$ cat config.mk
export PLATFORM = sky130hd
export DESIGN_NAME = divu_hilo_unit
export DESIGN_NICKNAME = d
export VERILOG_FILES = /design/src/rtl/mips_pkg.sv /design/src/rtl/divu_step.sv /design/src/rtl/divu_hilo_unit.sv
export SDC_FILE = /design/constraint.sdc
export NUM_CORES = 1
export LEC_CHECK = 0
export BUFFER_PORTS_ARGS = -buffer_cell sky130_fd_sc_hd__buf_2
export CORE_ASPECT_RATIO = 0.5
export CORE_MARGIN = 2
export CORE_UTILIZATION = 50
export CTS_BUF_LIST = sky130_fd_sc_hd__clkbuf_2
export DETAILED_ROUTE_END_ITERATION = 12
export PLACE_DENSITY = 0.72
export SETUP_SLACK_MARGIN = 0.3
export SYNTH_ARGS = -nofsm -noshare
export SYNTH_HDL_FRONTEND = slang
export SYNTH_SLANG_ARGS = --single-unit
$ cat constraint.sdc
create_clock -name clk -period 5.3 [get_ports clk]
set_clock_uncertainty 0.15 [all_clocks]
set_input_delay 0.53 -clock clk [delete_from_list [all_inputs] [get_ports clk]]
set_output_delay 0.53 -clock clk [all_outputs]
set_load 0.05 [all_outputs]
$ cat src/rtl/mips_pkg.sv
// Shared MIPS definitions: R-type opcode/funct codes used by the decoder and
// hazard unit, plus the state encoding of the multi-cycle DIVU/HI/LO unit.
package mips_pkg;

  localparam logic [5:0] OP_RTYPE   = 6'd0;
  localparam logic [5:0] FUNCT_DIVU = 6'd27;
  localparam logic [5:0] FUNCT_MFHI = 6'd16;
  localparam logic [5:0] FUNCT_MFLO = 6'd18;

  typedef enum logic [1:0] {
    IDLE = 2'd0,
    RUN  = 2'd1,
    DONE = 2'd2
  } div_state_e;

endpackage : mips_pkg

$ cat src/rtl/divu_step.sv
// One restoring-division iteration: shift the next dividend bit into the
// partial remainder, subtract the divisor when it fits, retire one quotient bit.
// Ports:
//   r_i / q_i / d_i : partial remainder, quotient shift register, divisor
//   r_o / q_o       : updated remainder and quotient shift register
module divu_step #(
  parameter int unsigned WIDTH = 32
) (
  input  logic [WIDTH-1:0] r_i,
  input  logic [WIDTH-1:0] q_i,
  input  logic [WIDTH-1:0] d_i,
  output logic [WIDTH-1:0] r_o,
  output logic [WIDTH-1:0] q_o
);

  // Shifted remainder kept one bit wider so the compare never overflows.
  logic [WIDTH:0] r_shift;
  logic [WIDTH:0] d_ext;
  logic           fits;

  assign r_shift = {r_i, q_i[WIDTH-1]};
  assign d_ext   = {1'b0, d_i};
  assign fits    = (r_shift >= d_ext);

  // After a successful subtract the result is below the divisor, so it fits in WIDTH bits.
  always_comb begin
    r_o = WIDTH'(r_shift);
    if (fits) begin
      r_o = WIDTH'(r_shift - d_ext);
    end
    q_o = {q_i[WIDTH-2:0], fits};
  end

endmodule : divu_step

$ cat src/rtl/divu_hilo_unit.sv
// Multi-cycle unsigned divider with the architectural HI/LO pair.
// A DIVU in EX starts a WIDTH-cycle restoring divide; HI gets the remainder
// and LO the quotient on the final step. MFHI/MFLO in ID/EX are stalled while busy.
// Ports:
//   clk, rst            : clock, synchronous active-high reset
//   start               : DIVU valid in EX, accepted in IDLE or DONE
//   dividend, divisor   : operands captured on the accept edge
//   mf_req              : MFHI/MFLO present in ID/EX
//   busy, done          : divide running / one-cycle HI/LO-updated pulse
//   stall_req           : combinational mf_req & busy
//   hi, lo              : HI (remainder) and LO (quotient) registers
module divu_hilo_unit
  import mips_pkg::*;
#(
  parameter int unsigned WIDTH = 32,
  parameter int unsigned CNT_W = 6
) (
  input  logic             clk,
  input  logic             rst,
  input  logic             start,
  input  logic [WIDTH-1:0] dividend,
  input  logic [WIDTH-1:0] divisor,
  input  logic             mf_req,
  output logic             busy,
  output logic             done,
  output logic             stall_req,
  output logic [WIDTH-1:0] hi,
  output logic [WIDTH-1:0] lo
);

  div_state_e       state_q, state_d;
  logic [WIDTH-1:0] rem_q, rem_d;
  logic [WIDTH-1:0] quo_q, quo_d;
  logic [WIDTH-1:0] dsr_q, dsr_d;
  logic [CNT_W-1:0] cnt_q, cnt_d;
  logic [WIDTH-1:0] hi_q, hi_d;
  logic [WIDTH-1:0] lo_q, lo_d;

  logic [WIDTH-1:0] rem_step;
  logic [WIDTH-1:0] quo_step;

  // Single iteration datapath, reused once per RUN cycle.
  divu_step #(
    .WIDTH(WIDTH)
  ) u_step (
    .r_i(rem_q),
    .q_i(quo_q),
    .d_i(dsr_q),
    .r_o(rem_step),
    .q_o(quo_step)
  );

  // State and datapath registers.
  always_ff @(posedge clk) begin
    if (rst) begin
      state_q <= IDLE;
      rem_q   <= '0;
      quo_q   <= '0;
      dsr_q   <= '0;
      cnt_q   <= '0;
      hi_q    <= '0;
      lo_q    <= '0;
    end else begin
      state_q <= state_d;
      rem_q   <= rem_d;
      quo_q   <= quo_d;
      dsr_q   <= dsr_d;
      cnt_q   <= cnt_d;
      hi_q    <= hi_d;
      lo_q    <= lo_d;
    end
  end

  // Next-state logic; a start in DONE relaunches immediately so divides chain without a bubble.
  always_comb begin
    state_d = state_q;
    rem_d   = rem_q;
    quo_d   = quo_q;
    dsr_d   = dsr_q;
    cnt_d   = cnt_q;
    hi_d    = hi_q;
    lo_d    = lo_q;

    case (state_q)
      RUN: begin
        rem_d = rem_step;
        quo_d = quo_step;
        cnt_d = cnt_q + CNT_W'(1);
        if (cnt_q == CNT_W'(WIDTH - 1)) begin
          hi_d    = rem_step;
          lo_d    = quo_step;
          state_d = DONE;
        end
      end
      DONE:    state_d = IDLE;
      default: state_d = IDLE;
    endcase

    // Starts while RUN are ignored; operands are never re-captured mid-divide.
    if (start && (state_q != RUN)) begin
      dsr_d   = divisor;
      quo_d   = dividend;
      rem_d   = '0;
      cnt_d   = '0;
      state_d = RUN;
    end
  end

  assign busy      = (state_q == RUN);
  assign done      = (state_q == DONE);
  assign stall_req = mf_req & busy;
  assign hi        = hi_q;
  assign lo        = lo_q;

endmodule : divu_hilo_unit
---- After elaboration in Yosys (flattened, before gate mapping) ----
Cells that the tools add are included.
Widths: inputs -> output; s select.
cells by class
  $lt $le $gt $ge ......................... 1
  $add $sub $neg .......................... 2
  bitwise logic cells ..................... 2
  equal/unequal tests ..................... 5
  multiplexer cells ....................... 6
  reductions and logical operators ........ 5
operator list
  operator             count
  $mux 32              3
  $ge 33x32->1         1
  $sub 32x32->32       1
  $add 6x1->6 const B  1
  $eq 6x5->1 const B   1
  $mux 1               3
  $ne 3x1->1 const B   1
  $reduce_or 3->1      1
  $eq 2x1->1 const B   1
  $eq 2x2->1 const B   1
  $ne 2x1->1 const B   1
  $reduce_and 2->1     1
  $reduce_bool 2->1    1
  $reduce_or 2->1      1
  $and 1x1->1          1
  $logic_and 1x1->1    1
  $not 1->1            1
word-level totals
  bits of input ports ..................... 68
  logic and storage cells ................. 29
  output and inout port bits .............. 67
  flip-flop bits (word level) ............. 168

---- Logic depth before layout (Yosys ltp) ----
Gate-level depths: netlist (run 1).
  depth after elaboration ................. 4
  mapped depth ............................ 13
  gate-level depth less buffers ........... 11

---- Cells and area by module ----
Synthesis (run 1) repeated with hierarchy kept, for this count alone.
unflattened totals
  cells, all modules ...................... 1098
  area total of the unflattened synthesis .. 9595.5 µm²
modules (own cells, without submodules)
  module          area an instance (µm²)  cells each  seq. area each (µm²)  instances
  divu_hilo_unit  7024.2                  743         3363.2                1
  divu_step       2571.2                  355         0.0                   1

---- Least setup slack after synthesis (run 1) ----
OpenSTA, ideal clock, no wires.
  path kind ............................... reg-to-reg
  from .................................... reg quo_q[31]
  to ...................................... reg rem_q[24]
  arrival time ............................ 2.416 ns
  required time ........................... 4.991 ns
  stages on the path, launching flop included .. 12
  buffers on the path ..................... 0
  slack ................................... 2.575 ns
  period minus slack after synthesis ...... 2.725 ns
  cells stage by stage .................... dfxtp_1 inv_1 ha_1 fa_1 nor2b_1 o21bai_1 a311oi_1 o31ai_2 a21oi_1 nor3_1 nor4b_2 a21oi_1
on the way
  longest elaborated chain between the ends .. 2
RTL lines
  what                                                   RTL line                          source
  start, declared                                        divu_hilo_unit.sv:33              logic [WIDTH-1:0] quo_q, quo_d;
  start signal, assigned                                 divu_hilo_unit.sv:66              quo_q <= quo_d;
  $sub 32x32->32 / $ge 33x32->1 (equally long branches)  divu_step.sv:29, divu_step.sv:23
  $mux 32 *                                              divu_step.sv:28                   if (fits) begin
  end signal, assigned                                   divu_hilo_unit.sv:65              rem_q <= rem_d;
  end, declared                                          divu_hilo_unit.sv:32              logic [WIDTH-1:0] rem_q, rem_d;
Every way passes the cells marked *; elsewhere a longest branch is shown, timed or not.
A chain may end at the register's enable or synchronous reset.

---- Worst setup path after layout (run 1) ----
  from .................................... reg dsr_q[1]
  to ...................................... reg rem_q[8]
on the way
  longest elaborated chain between the ends .. 2
RTL lines
  what                                                   RTL line                          source
  start, declared                                        divu_hilo_unit.sv:34              logic [WIDTH-1:0] dsr_q, dsr_d;
  start signal, assigned                                 divu_hilo_unit.sv:67              dsr_q <= dsr_d;
  $sub 32x32->32 / $ge 33x32->1 (equally long branches)  divu_step.sv:29, divu_step.sv:23
  $mux 32 *                                              divu_step.sv:28
Marked as above.

==> flow_metrics.tcl, run 1 <==
set metrics [dict create \
    status "finished clean" \
    synth_cell_types 69 \
    place_hpwl_um 15100 \
    yosysSeqAreaShare_pct 39.96 \
    yosysTopAreaCellShare_pct 39.96 \
    reg2reg_from "dsr_q[1]$_SDFFE_PP0P_" \
    wl_um 22560 \
    synth_top_area_cell "dfxtp_1" \
    root_buffer "clkbuf_2" \
    finalHoldViolations 0 \
    fin_crit_sh_pct 65.21 \
    rsz0062_at_grt "false" \
    rrSetupSlack_ns 1.84 \
    synth-seq-cells 168 \
    start_util_pct 51.22 \
    crit_fanout 28 \
    clkLatencyLatePin_ns 0.82 \
    critPathSlowestCell "and3_2" \
    dr.pass1.iters 6 \
    endpoint_kind "register" \
    clk_pin_slew_ns 0.33 \
    netlist_area_um2 8417 \
    ir_drop_v 0.0001621 \
    first_iter_violations 470 \
    overflow 0 \
    pin_count 135 \
    grt_use_total_pct 25.55 \
    ctsHtreeMaxLevel 4 \
    tightest_slew_ns 1.197 \
    gp_congestion 0.9541 \
    areaGrowthSynthToFinish_pct 19.41 \
    grt_start_max_net_pins 73 \
    hp-start "rst" \
    p_sw_share_pct 38.93 \
    power_density_nw_per_um2 305.7 \
    worstPathArrival_ns 3.99 \
    syn_nets 1157 \
    wire_per_inst_um 15.53 \
    synthArstFlopShare_pct 0 \
    cts_tree "done" \
    synth.area.top_cells "dfxtp_1 40%, a21oi_1 8.2%, nand2_1 8.0%" \
    die-width_um 187.5 \
    crit_family "compound AO/OA/AOI/OAI gates" \
    cts_buffers 17 \
    p_int_mw 1.877 \
    critPathBufInv 2 \
    path_class "register to register" \
    switching_power_mw 1.196 \
    io_buffers 134 \
    critPathMaxStageDelay_ns 0.55 \
    reg2reg_depth 10 \
    via_per_inst 5.474 \
    nets 1313 \
    grt_pass1_wl_um 36630 \
    die_area_um2 17950 \
    rows 33 \
    totalPowerFinal_mw 3.073 \
    slew_headroom_pct 19.93 \
    syn_avg_cell_area_um2 7.978 \
    seq_power_share_pct 44.6 \
    final_common_cell "nand2_1" \
    grt_pass1_vias 7387 \
    crit_chain "inv_1 -> ha_1 -> nor2b_1 -> o2111ai_1 -> a21oi_1 -> o2111ai_1 -> and3_2 -> inv_1 -> mux2i_1 -> a211oi_1" \
    hold_class "input pin to register" \
    r2r_end "rem_q[8]$_SDFFE_PP0P_" \
    clock-sinks 168 \
    slew_violations 0 \
    synth_edf_count 0 \
    final_util_pct 61.16 \
    combPwrFrac_pct 32.6 \
    ys.flop_type "dfxtp_1" \
    coreArea_um2 16430 \
    period_needed_ns 3.456 \
    drc_errors 0 \
    drive_gt1_share_pct 15.77 \
    cts.path.max_buffers 2 \
    fill_cells 1516 \
    vias 7948 \
    min_path_cells 2 \
    synth_cells 1055 \
    pwr-share-clk_pct 22.7 \
    p_leak_nw 4.273 \
    min_to "lo[29]$_SDFFE_PP0P_" \
    max-cap-violations 0 \
    ys_warn_count 0 \
    fmax_mhz 289.3 \
    setup_viol 0 \
    antenna_found_initial 1 \
    required_ns 5.84 \
    die_h_um 95.75 \
    ant_nets 0 \
    tns_ns 0 \
    critPathLaunchType "register" \
    mostFrequentLayoutCells "179 x nand2_1, 168 x dfxtp_1, 138 x a21oi_1, 133 x buf_2, 91 x nor2_1" \
]
metal layers:
layer  vias to the layer above  share of wire (%)  global-route usage [%]
met5                         -                  0                       0
met4                         0               0.98                   6.365
met3                        25                6.7                   6.489
met2                       205                 43                   40.86
met1                      3714                 50                   34.91
li1                       4004                  -                       -
area by class of cell:
cell class / instances / area [um2] / share of cell area, %
inverter: 47 / 176.4 / 1.755
clock inverter: 15 / 156.4 / 1.556
multi-input combinational: 767 / 4572 / 45.49
tap: 227 / 284.0 / 2.826
clock buffer: 17 / 85.08 / 0.8465
antenna: 1 / 2.502 / 0.02490
timing repair buffer: 210 / 1411 / 14.04
sequential: 168 / 3363 / 33.46
metrics by stage:
step / instance area [um2] / setup slack (ns) / cells / hold slack [ns]
2_1_floorplan: 8417 / 2.575 / 1055 / 0.2863
3_3_place_gp: 9136 / 2.097 / 1352 / 0.2901
3_5_place_dp: 9136 / 2.017 / 1352 / 0.2959
4_1_cts: 10050 / 1.908 / 1451 / 0.04006
5_1_grt: 10050 / 1.609 / 1452 / 0.07038
6_report: 10050 / 1.844 / 1452 / 0.07475
Yosys cell counts (9+ instances only):
library cell,instances
nand2_1,179
dfxtp_1,168
a21oi_1,138
nor2_1,91
a211oi_1,61
clkbuf_1,52
o21ai_0,48
inv_1,47
mux2i_1,44
ha_1,33
nand3_1,11
a31oi_1,10
nor3_1,10
xnor2_1,10
xor2_1,10
buf_2,9
how the worst max path moves through the flow:
| stage | slack, ns | depth (start not counted) | startpoint | endpoint |
|---|---|---|---|---|
| global placement | 2.10 | 10 | dsr_q[11]$_SDFFE_PP0P_ | hi[11]$_SDFFE_PP0P_ |
| detailed placement | 2.02 | 10 | dsr_q[11]$_SDFFE_PP0P_ | hi[7]$_SDFFE_PP0P_ |
| CTS | 1.91 | 10 | dsr_q[1]$_SDFFE_PP0P_ | rem_q[8]$_SDFFE_PP0P_ |
| global route | 1.61 | 10 | dsr_q[1]$_SDFFE_PP0P_ | hi[16]$_SDFFE_PP0P_ |
| floorplan | 2.58 | 11 | quo_q[31]$_SDFFE_PP0P_ | rem_q[24]$_SDFFE_PP0P_ |
| finish | 1.84 | 10 | dsr_q[1]$_SDFFE_PP0P_ | rem_q[8]$_SDFFE_PP0P_ |
flip-flops by register name, summed over array words and instances, names as in the netlist:
register,cells
cnt_q,6
dsr_q,32
hi,32
lo,32
quo_q,32
rem_q,32
state_q,2
logic make-up (layout without fill, tap and decap cells):
group	after synthesis	in the layout	synth area share, %
AND/OR/NAND/NOR	350	350	18.42
AO/OA/AOI/OAI	319	319	23.38
flip-flops	168	168	39.96
buffers and inverters	120	289	5.783
multiplexers	44	44	5.233
adder cells (fa/ha/maj)	34	34	5.144
XOR/XNOR	20	20	2.081
other	0	1	0
power by group through the flow:
stage	clock [mW]	sequential [mW]	combinational, mW
after CTS	0.709	1.37	0.989
after floorplan	0	1.38	0.762
after detailed placement	0	1.39	0.944
final	0.698	1.37	1.00
after global routing	0.771	1.38	1.11
after global placement	0	1.39	0.930
timing repair:
action / in CTS / in global routing
endpoints found under the hold margin: 64 / 0
setup endpoints to repair: 0 / 0
hold buffers: 67 / 0
gates resized for setup: 0 / 0
buffers inserted: 0 / 0
(Power assumes the default switching activity.)
==> run 2, diff against run 1 <==
--- a/config.mk
+++ b/config.mk
@@ -11,7 +11,7 @@
 export CORE_UTILIZATION = 50
 export CTS_BUF_LIST = sky130_fd_sc_hd__clkbuf_2
 export DETAILED_ROUTE_END_ITERATION = 12
-export PLACE_DENSITY = 0.72
+export PLACE_DENSITY = 0.75
 export SETUP_SLACK_MARGIN = 0.3
 export SYNTH_ARGS = -nofsm -noshare
 export SYNTH_HDL_FRONTEND = slang
==> constraint.sdc (replaced) <==
create_clock -name clk -period 3.05 [get_ports clk]
set_clock_uncertainty 0.15 [all_clocks]
set_input_delay 0.305 -clock clk [delete_from_list [all_inputs] [get_ports clk]]
set_output_delay 0.305 -clock clk [all_outputs]
set_load 0.05 [all_outputs]
==> flow_metrics.tcl, run 2 (same netlist as run 1, synthesis figures left out) <==
set metrics [dict create \
    fmax_mhz 352.9 \
    reg2reg_from "rem_q[11]$_SDFFE_PP0P_" \
    path_depth 10 \
    fill_cells 1289 \
    die_area_um2 17950 \
    worst_slack_ns 0.2166 \
    gp_congestion 0.9388 \
    die-width_um 187.5 \
    max-cap-violations 0 \
    postPlaceCellArea_um2 9329 \
    nets 1380 \
    final_util_pct 69.18 \
    root_buffer "clkbuf_2" \
    first_iter_violations 705 \
    ant_nets 0 \
    ctsHtreeMaxLevel 4 \
    drive_gt1_share_pct 29.05 \
    finalHoldViolations 0 \
    rsz0062_at_grt "true" \
    endpoint_kind "register" \
    status "finished clean" \
    place_hpwl_um 16130 \
    die_h_um 95.75 \
    mostFrequentLayoutCells "178 x nand2_1, 143 x dfxtp_1, 132 x buf_2, 118 x a21oi_1, 87 x nor2_1" \
    period_needed_ns 2.833 \
    start_util_pct 51.22 \
    p_int_mw 3.886 \
    pwr-share-clk_pct 19.3 \
    vias 8733 \
    design_area_um2 11370 \
    clock-sinks 168 \
    crit_start "rem_q[11]$_SDFFE_PP0P_" \
    via_per_inst 5.749 \
    setup_viol 0 \
    totalPowerFinal_mw 6.352 \
    reg2reg_depth 10 \
    dr.pass1.iters 8 \
    cts.path.max_buffers 2 \
    grt_use_total_pct 27.84 \
    critPathMaxStageDelay_ns 0.44 \
    tightest_slew_ns 1.110 \
    seq_power_share_pct 37.8 \
    clk_pin_slew_ns 0.29 \
    multi_input_comb_area_um2 5221 \
    rows 33 \
    grt_start_max_net_pins 101 \
    wl_um 26800 \
    path_class "register to register" \
    io_buffers 134 \
    power_density_nw_per_um2 558.7 \
    post-place-cells 1376 \
    wire_per_inst_um 17.64 \
    switching_power_mw 2.466 \
    tns_ns 0 \
    crit_chain "ha_2 -> a21oi_2 -> a21oi_1 -> a211o_1 -> o31ai_4 -> buf_4 -> a21oi_2 -> or3_1 -> nand3_1 -> a31oi_1" \
    crit_top_cell "a21oi_2" \
    cts_buffers 17 \
    critPathSlowestCell "dfxtp_1" \
    seqCellArea_um2 3395 \
    clkLatencyLatePin_ns 0.81 \
    hold_class "input pin to register" \
    required_ns 3.58 \
    worstPathArrival_ns 3.36 \
    overflow 0 \
    final_common_cell "nand2_1" \
    grt_pass1_wl_um 39990 \
    drc_errors 0 \
    crit_fanout 6 \
    combPwrFrac_pct 42.9 \
    p_leak_nw 4.734 \
    hold_ws_ns 0.1104 \
    coreArea_um2 16430 \
    ir_drop_v 0.0003804 \
    cts_tree "done" \
    fin_crit_sh_pct 92.90 \
    final_cells 1519 \
    p_sw_share_pct 38.82 \
    grt_pass1_vias 8154 \
    preCtsSetupSlack_ns 0.06706 \
    rrSetupSlack_ns 0.22 \
    slew_headroom_pct 25.99 \
    areaGrowthSynthToFinish_pct 35.07 \
    critPathBufInv 1 \
    crit_family "compound AO/OA/AOI/OAI gates" \
    r2r_end "rem_q[30]$_SDFFE_PP0P_" \
    pin_count 135 \
    slew_violations 0 \
    antenna_found_initial 2 \
    crit_path_end "rem_q[30]$_SDFFE_PP0P_" \
    critPathLaunchType "register" \
]
==> run 2: cell count changes in the layout (fill, tap and decap cells not counted), moves of 15 or more <==
cell      change
buf_4        +47
dfxtp_1      -25
dfxtp_2      +25
ha_1         -22
a21oi_1      -20
a21oi_2      +19
a211oi_1     -15
==> run 2: power groups by stage <==
stage          Clock, mW  Combinational, mW  Sequential (mW)
2_1_floorplan          0               1.32             2.40
3_3_place_gp           0               1.75             2.42
3_5_place_dp           0               1.77             2.42
4_1_cts             1.22               2.09             2.38
5_1_grt             1.33               2.90             2.41
6_report            1.22               2.73             2.40
==> run 2: area by class of cell <==
| class | instances | area share, % |
|---|---|---|
| Clock buffer | 19 | 0.8365 |
| Clock inverter | 13 | 1.222 |
| Multi-Input combinational cell | 767 | 45.93 |
| Timing Repair Buffer | 277 | 18.05 |
| Tap cell | 227 | 2.498 |
| Inverter | 47 | 1.585 |
| Antenna cell | 1 | 0.02201 |
| Sequential cell | 168 | 29.86 |
==> run 2: routing by layer <==
layer	track usage [%]	wire (um)
met4	8.399	555
met2	45.32	12210
met1	35.71	11630
met5	0	11
met3	9.041	2381
==> run 2: how the worst min path moves through the flow <==
stage | from | end | slack (ns) | depth (start not counted)
after CTS | divisor[0] | dsr_q[0]$_SDFFE_PP0P_ | 0.1 | 4
after floorplan | dsr_q[10]$_SDFFE_PP0P_ | dsr_q[10]$_SDFFE_PP0P_ | 0.29 | 2
after global routing | divisor[1] | dsr_q[1]$_SDFFE_PP0P_ | 0.07 | 4
after detailed placement | lo[9]$_SDFFE_PP0P_ | lo[9]$_SDFFE_PP0P_ | 0.30 | 2
final | divisor[1] | dsr_q[1]$_SDFFE_PP0P_ | 0.11 | 4
after global placement | lo[20]$_SDFFE_PP0P_ | lo[20]$_SDFFE_PP0P_ | 0.29 | 2
==> run 2: timing repair <==
item / 4_1_cts / 5_1_grt
gates resized for setup: 41 / 130
pin swaps: 19 / 38
endpoints found under the hold margin: 74 / 0
buffers inserted: 16 / 14
setup endpoints to repair: 62 / 66
cloned: 1 / 1
hold buffers: 78 / 0
==> run 2: tightest hold or removal path, delay by kind of cell <==
| kind | cells | cell delay [ns] |
|---|---|---|
| compound gates | 1 | 0.06 |
| buf+inv | 2 | 0.65 |
| simple gates | 1 | 0.07 |
==> run 3, diff against run 2 <==
--- a/config.mk
+++ b/config.mk
@@ -8,10 +8,9 @@
 export BUFFER_PORTS_ARGS = -buffer_cell sky130_fd_sc_hd__buf_2
 export CORE_ASPECT_RATIO = 0.5
 export CORE_MARGIN = 2
-export CORE_UTILIZATION = 50
+export CORE_UTILIZATION = 35
 export CTS_BUF_LIST = sky130_fd_sc_hd__clkbuf_2
 export DETAILED_ROUTE_END_ITERATION = 12
-export PLACE_DENSITY = 0.75
 export SETUP_SLACK_MARGIN = 0.3
 export SYNTH_ARGS = -nofsm -noshare
 export SYNTH_HDL_FRONTEND = slang
==> flow_metrics.tcl, run 3 (same netlist as run 1, synthesis figures left out) <==
set metrics [dict create \
    die_h_um 113.7 \
    status "finished clean" \
    coreArea_um2 23820 \
    final_common_cell "nand2_1" \
    combPwrFrac_pct 42.5 \
    finalHoldViolations 0 \
    rows 40 \
    slew_violations 0 \
    antenna_found_initial 1 \
    r2r_end "hi[24]$_SDFFE_PP0P_" \
    multi_input_comb_area_um2 5280 \
    hold_class "input pin to register" \
    drive_gt1_share_pct 27.67 \
    die-width_um 223.3 \
    ctsHtreeMaxLevel 4 \
    pin_count 135 \
    cts.path.max_buffers 2 \
    pwr-share-clk_pct 18.4 \
    required_ns 3.58 \
    nets 1403 \
    dr.pass1.iters 5 \
    p_sw_share_pct 36.58 \
    overflow 0 \
    crit_start "dsr_q[4]$_SDFFE_PP0P_" \
    cts_tree "done" \
    grt_pass1_vias 8090 \
    grt_start_max_net_pins 62 \
    p_leak_nw 4.785 \
    setup_viol 0 \
    path_class "register to register" \
    start_util_pct 35.33 \
    tns_ns 0 \
    slew_headroom_pct 58.27 \
    worstPathArrival_ns 3.30 \
    max-cap-violations 0 \
    clock-sinks 168 \
    critPathLaunchType "register" \
    rrSetupSlack_ns 0.28 \
    endpoint_kind "register" \
    ir_drop_v 0.0002159 \
    first_iter_violations 469 \
    fill_cells 2253 \
    crit_fanout 8 \
    die_area_um2 25380 \
    root_buffer "clkbuf_2" \
    clk_pin_slew_ns 0.22 \
    clkLatencyLatePin_ns 0.79 \
    crit_path_end "hi[24]$_SDFFE_PP0P_" \
    cts_buffers 17 \
    period_needed_ns 2.771 \
    switching_power_mw 2.240 \
    place_hpwl_um 16740 \
    wire_per_inst_um 15.80 \
    drc_errors 0 \
    gp_congestion 0.8934 \
    hold_ws_ns 0.2178 \
    vias 8500 \
    io_buffers 134 \
    fin_crit_sh_pct 90.84 \
    p_int_mw 3.884 \
    reg2reg_from "dsr_q[4]$_SDFFE_PP0P_" \
    reg2reg_depth 11 \
    areaGrowthSynthToFinish_pct 39.17 \
    mostFrequentLayoutCells "175 x nand2_1, 141 x dfxtp_1, 133 x buf_2, 129 x a21oi_1, 99 x dlygate4sd3_1" \
    wl_um 25720 \
    via_per_inst 5.221 \
    seq_power_share_pct 39.1 \
    grt_pass1_wl_um 40850 \
    seqCellArea_um2 3402 \
    rsz0062_at_grt "true" \
    ant_nets 0 \
    grt_use_total_pct 19.95 \
    tightest_slew_ns 0.6260 \
    power_density_nw_per_um2 522.8 \
    fmax_mhz 360.9 \
]
-- run 3: critical path, cell delays in order, from the launching register on --
cell	delay, ns
dfxtp_2	0.37
inv_1	0.12
ha_4	0.24
a21oi_2	0.15
and2_1	0.27
a21oi_4	0.10
o2111ai_2	0.21
and3_4	0.26
buf_8	0.14
and4bb_2	0.25
nor4b_4	0.31
a21oi_1	0.10
-- run 3: area by class of cell --
class,instances,area share [%]
inverter,47,1.538
timing repair buffer,300,19.22
multi-input combinational,767,45.08
sequential,168,29.04
clock inverter,11,0.9293
antenna,1,0.02136
tap,315,3.365
clock buffer,19,0.8118
-- run 3: what timing repair did --
action                                  CTS  global route
hold buffers                             99             0
cloned                                    0             1
pin swaps                                22            50
hold endpoints to repair                 94             0
buffers inserted                         15            17
endpoints found under the setup margin   44            54
resized for setup                        82            89
-- run 3: power by group through the flow --
stage,clock network [mW],registers [mW],logic (mW)
2_1_floorplan,0,2.40,1.32
3_3_place_gp,0,2.42,1.78
3_5_place_dp,0,2.42,1.79
4_1_cts,1.18,2.39,2.13
5_1_grt,1.25,2.41,2.80
6_report,1.13,2.40,2.60
-- run 3: worst min-delay path by stage --
stage	start	to	slack, ns	depth (start not counted)
6_report	start	state_q[0]$_SDFFE_PP0P_	0.22	4
4_1_cts	start	state_q[0]$_SDFFE_PP0P_	0.1	4
3_3_place_gp	lo[4]$_SDFFE_PP0P_	lo[4]$_SDFFE_PP0P_	0.29	2
3_5_place_dp	lo[23]$_SDFFE_PP0P_	lo[23]$_SDFFE_PP0P_	0.30	2
5_1_grt	dividend[9]	quo_q[9]$_SDFFE_PP0P_	0.14	4
2_1_floorplan	dsr_q[10]$_SDFFE_PP0P_	dsr_q[10]$_SDFFE_PP0P_	0.29	2
-- run 3: metal layers --
layer | GRT usage, % | up-vias | part of all wire, % | wire length, um
li1 | - | 4195 | - | -
met4 | 6.489 | 0 | 1.7 | 433
met5 | 0 | - | 0 | 0
met2 | 32.79 | 201 | 46 | 11940
met1 | 26.45 | 4075 | 48 | 12270
met3 | 4.096 | 29 | 4.2 | 1077
-- run 3: stage by stage --
stage	cells	setup WS (ns)	utilization [%]	area (um2)	total power, mW
floorplan	1055	0.3250	-	8417	3.720
global placement	1465	0.04271	39.71	9459	4.201
detailed placement	1465	0.06293	39.71	9459	4.213
CTS	1609	0.2881	46.93	11180	5.700
global route	1628	0.1934	49.17	11710	6.461
finish	1628	0.2793	49.17	11710	6.124
